### src/rtl/mem_wb_stage.sv
// MEM/WB pipeline register and write-back formatter: aligns and extends load data,
// selects the write-back source and drives the register-file write port one cycle later.
module mem_wb_stage #(
    parameter int AW = 5,
    parameter int DW = 32
) (
    input  logic          clk,
    input  logic          rstn,
    input  logic          stall,
    input  logic          flush,
    input  logic          in_valid,
    input  logic          in_reg_write,
    input  logic [AW-1:0] in_rd,
    input  logic [1:0]    in_wb_sel,
    input  logic [2:0]    in_funct3,
    input  logic [DW-1:0] in_alu_result,
    input  logic [DW-1:0] in_mem_rdata,
    input  logic [DW-1:0] in_pc,
    input  logic [DW-1:0] in_imm,
    output logic          we,
    output logic [AW-1:0] wa,
    output logic [DW-1:0] wd,
    output logic          out_valid,
    output logic [31:0]   retire_cnt
);

    logic          vld_p1;
    logic          reg_write_p1;
    logic [AW-1:0] rd_p1;
    logic [DW-1:0] wd_p1;
    logic [31:0]   retire_p1;
    logic [DW-1:0] wd_p0;

    // Byte/half lane selection plus sign or zero extension; unknown codes pass the full word.
    function automatic logic [DW-1:0] format_load(
        input logic [2:0]    funct3,
        input logic [1:0]    off,
        input logic [DW-1:0] rdata
    );
        logic signed [7:0]  byte_lane;
        logic signed [15:0] half_lane;
        logic [DW-1:0]      result;
        case (off)
            2'd0:    byte_lane = rdata[7:0];
            2'd1:    byte_lane = rdata[15:8];
            2'd2:    byte_lane = rdata[23:16];
            default: byte_lane = rdata[31:24];
        endcase
        half_lane = off[1] ? rdata[31:16] : rdata[15:0];
        case (funct3)
            3'b000:  result = {{(DW-8){byte_lane[7]}}, byte_lane};
            3'b001:  result = {{(DW-16){half_lane[15]}}, half_lane};
            3'b100:  result = {{(DW-8){1'b0}}, byte_lane};
            3'b101:  result = {{(DW-16){1'b0}}, half_lane};
            default: result = rdata;
        endcase
        return result;
    endfunction

    // Stage p0: write-back source selection ahead of the register
    always_comb begin
        wd_p0 = in_alu_result;
        case (in_wb_sel)
            2'd0:    wd_p0 = in_alu_result;
            2'd1:    wd_p0 = format_load(in_funct3, in_alu_result[1:0], in_mem_rdata);
            2'd2:    wd_p0 = in_pc + DW'(4);
            default: wd_p0 = in_imm;
        endcase
    end

    // Stage p1: WB entry; an entry retires on the edge where it leaves (flush or no stall)
    always_ff @(posedge clk) begin
        if (!rstn) begin
            vld_p1       <= 1'b0;
            reg_write_p1 <= 1'b0;
            rd_p1        <= '0;
            wd_p1        <= '0;
            retire_p1    <= '0;
        end else begin
            if (vld_p1 && (flush || !stall)) begin
                retire_p1 <= retire_p1 + 32'd1;
            end
            if (flush) begin
                vld_p1       <= 1'b0;
                reg_write_p1 <= 1'b0;
                rd_p1        <= '0;
                wd_p1        <= '0;
            end else if (!stall) begin
                vld_p1       <= in_valid;
                reg_write_p1 <= in_reg_write;
                rd_p1        <= in_rd;
                wd_p1        <= wd_p0;
            end
        end
    end

    assign we         = vld_p1 & reg_write_p1 & (rd_p1 != '0);
    assign wa         = rd_p1;
    assign wd         = wd_p1;
    assign out_valid  = vld_p1;
    assign retire_cnt = retire_p1;

endmodule

### config.mk
export PLATFORM = sky130hd
export DESIGN_NAME = mem_wb_stage
export DESIGN_NICKNAME = d
export VERILOG_FILES = /design/src/rtl/mem_wb_stage.sv
export SDC_FILE = /design/constraint.sdc
export NUM_CORES = 1
export LEC_CHECK = 0
export BUFFER_PORTS_ARGS = -buffer_cell sky130_fd_sc_hd__buf_2
export CAP_MARGIN = 0
export CORE_ASPECT_RATIO = 0.7
export CORE_MARGIN = 2
export CORE_UTILIZATION = 40
export DETAILED_ROUTE_END_ITERATION = 8
export PLACE_DENSITY = 0.68
export SLEW_MARGIN = 15
export SYNTH_ARGS = -nofsm -noshare
export SYNTH_HDL_FRONTEND = slang
export SYNTH_SLANG_ARGS = --single-unit
### constraint.sdc
create_clock -name clk -period 2.95 [get_ports clk]
set_input_delay 0.4425 -clock clk [delete_from_list [all_inputs] [get_ports clk]]
set_output_delay 0.4425 -clock clk [all_outputs]
set_load 0.03 [all_outputs]
==> impl_metrics.toml <==
[setup_path]
required_ns = 3.13
crit_path_max_fanout = 13
arrival_ns = 2.51
end_kind = "register"
critPathKind = "in -> reg"
cp-start-kind = "input pin"

[sta]
drv_slew = 0
post-route-period-util_pct = 79.12
hold_ws_ns = 0.3325
rsz0062_at_grt = "false"
fin_ws_ns = 0.6158
finalSetupViolCount = 0
max_freq_mhz = 428.4
relSlewSlack_pct = 49.16
fin_setup_tns_ns = 0
worstMarginPinSlew_ns = 0.7528
fin_crit_ns = 2.334
clock_skew_ns = 0.006918
hold_violations = 0

[synthesis]
postSynth.asyncResetShare_pct = 0
synth_cell_types = 64
synth-simple-area-share_pct = 25.52
yosys_register_bits = 71
yosys.area_share.adder_pct = 0.5109
synth_top_area_cell = "dfxtp_1"
synthCells = 636
synth.avg_cell_area_sq_um = 7.702
ys_seq_area_share_pct = 29.02
synth_top_family_by_area = "compound AO/OA/AOI/OAI gates"
synth_nets = 782
synth_top_area_share_pct = 29.02
ys.flop_type = "dfxtp_1"
synth_xor_area_share_pct = 5.006
syn_area_sq_um = 4898
synth_edf_count = 0
synthMuxAreaShare_pct = 6.079
synth.area.top_cells = "dfxtp_1 (29%), mux2i_1 (4.7%), o21ai_0 (4.7%), nor2_1 (4.0%), nand2_1 (3.9%)"
synth_compound_area_share_pct = 28.25
yosys_warnings = 0

[job]
maxCapViolCount = 0

[clock_tree]
path_clk_slew_ns = 0.06
ctsHoldBuffers = 0
clk_latency_ns = 0.34
cts_tree = "built"
cts_sinks = 71
cts_buffers = 9
clock_path_buffers = 2
post_cts_buffers = 0
cts_resized = 0
root_buffer = "clkbuf_16"
htreeDepth = 3

[layout]
area_growth_pct = 31.16
drive_above_1_share_pct = 30.59
final_cells = 997
ff_latch_area_sq_um = 1421
multi_input_area_sq_um = 3202
fillers = 1190
nets = 978
final_area_sq_um = 6425

[power]
p_per_area_nw_per_um2 = 426.5
seqPwrFrac_pct = 36.5
p_comb_share_pct = 20.0
p_switching_mw = 0.7889
p_int_mw = 1.951
swShare_pct = 28.79
clkPwrFrac_pct = 43.5
p_leak_nw = 2.715
peakVddDrop_mv = 0.3592

[route]
wl_met1_microns = 9205
dr.pass1.iters = 5
wl_per_cell_microns = 21.43
drc = 0
drt_iter0_drc = 798
via_count = 6230
wl_met2_microns = 8739
ant_nets = 0
wl_microns = 21360
via_per_inst = 6.249
dr.max_layer_used = "met4"
wl_met3_microns = 2825

[floorplanning]
dieArea_sq_um = 13160
fp.dieH_microns = 96.59
die_x_microns = 136.3
coreArea_sq_um = 11810
start_util_pct = 41.48
pin_count = 215
rows = 33

[placed_design]
io_buffers = 214
place_ws_ns = 0.4258
gp_congestion = 1.004
dpl_cell_area_sq_um = 6093
placed_cells = 978
dp_hpwl_microns = 16490

[hold_path]
min_path_type = "in -> reg"

[grt]
antenna_found_initial = 3
grt_pass1_vias = 5749
grt_first_pass_wirelength_microns = 31570
grt_usage_pct = 31.67
grt_overflow = 0
grt_max_degree = 34

[status]
status = "finished clean"
-- through the flow --
stage / util (%) / total power, mW
6_report: 54.41 / 2.740
5_1_grt: 54.41 / 2.824
4_1_cts: 54.34 / 2.732
3_5_place_dp: 51.60 / 1.546
3_3_place_gp: 51.60 / 1.539
2_1_floorplan: - / 1.295
-- registers in the layout (all words and copies together), names as in the netlist --
name	cells
out_valid	1
reg_write_p1	1
retire_cnt	32
wa	5
wd	32
-- worst paths after layout --
check	from	endpoint	slack, ns	depth (start not counted)
setup reg to reg	out_valid$_SDFFE_PP0N_	retire_cnt[25]$_SDFFE_PN0P_	0.62	5
hold / removal	in_valid	out_valid$_SDFFE_PP0N_	0.33	3
setup / recovery	in_pc[7]	wd[25]$_SDFFE_PP0N_	0.62	7
hold reg to reg	wd[1]$_SDFFE_PP0N_	wd[1]$_SDFFE_PP0N_	0.48	1
-- Yosys cell counts, types with 4 or more instances --
library cell,count
o221ai_1,6
clkbuf_1,38
nor3_1,23
o31ai_1,12
o211ai_1,7
nand2b_1,7
nor4_1,8
a221o_1,4
xnor2_1,18
and2_1,5
nand4_1,13
a22o_1,6
a21o_1,4
nor2_1,52
and4_1,11
o22ai_1,11
xor2_1,10
a221oi_1,7
a31oi_1,6
inv_1,20
dfxtp_1,71
nand3_1,25
nor2b_1,4
o31a_1,5
a21oi_1,38
or4_1,9
or3_1,15
and3_1,8
mux2i_1,23
a211oi_1,12
o21ai_0,46
nand2_1,51
a32o_1,4
-- critical path, cell delays in order --
cell and delay [ns]:
buf_2 0.14, and4_1 0.36, nand4_1 0.25, buf_4 0.27, o31a_1 0.34, o311ai_0 0.54
o211ai_1 0.17
-- layer usage --
| layer | up-vias | GRT usage [%] |
|---|---|---|
| li1 | 2817 | - |
| met1 | 2936 | 43.47 |
| met2 | 430 | 46.23 |
| met3 | 47 | 9.703 |
| met4 | 0 | 12.76 |
| met5 | - | 0 |
-- kinds of logic after synthesis --
group                      after synthesis
and+or+nand+nor                        240
AOI/OAI and AO/OA                      202
DFF                                     71
buffers and inverters                   67
xor gates and xnor gates                28
muxes                                   26
adders and majority gates                2
-- final cells by class --
class,count,area share [%]
Multi-Input combinational cell,498,49.83
Clock inverter,5,1.266
Tap cell,157,3.057
Antenna cell,3,0.1168
Inverter,22,1.285
Timing Repair Buffer,230,18.54
Clock buffer,11,3.778
Sequential cell,71,22.12
-- placed cells by master (no fill, tap or decap), types with 12 or more instances in the layout --
master      n
mux2i_1    23
nand2_1    51
o21ai_0    46
inv_1      20
or3_1      15
buf_2     214
nor2_1     52
nor3_1     23
xnor2_1    18
dfxtp_1    71
a211oi_1   12
o31ai_1    12
nand4_1    13
nand3_1    25
a21oi_1    38
buf_4      16
-- power by group through the flow --
stage          clock [mW]  combinational, mW  sequential [mW]
5_1_grt              1.25              0.578             1.00
4_1_cts              1.20              0.529            0.999
3_3_place_gp            0              0.520             1.02
3_5_place_dp            0              0.526             1.02
2_1_floorplan           0              0.234             1.06
6_report             1.19              0.547             1.00
Power figures use the tool's default switching activity.
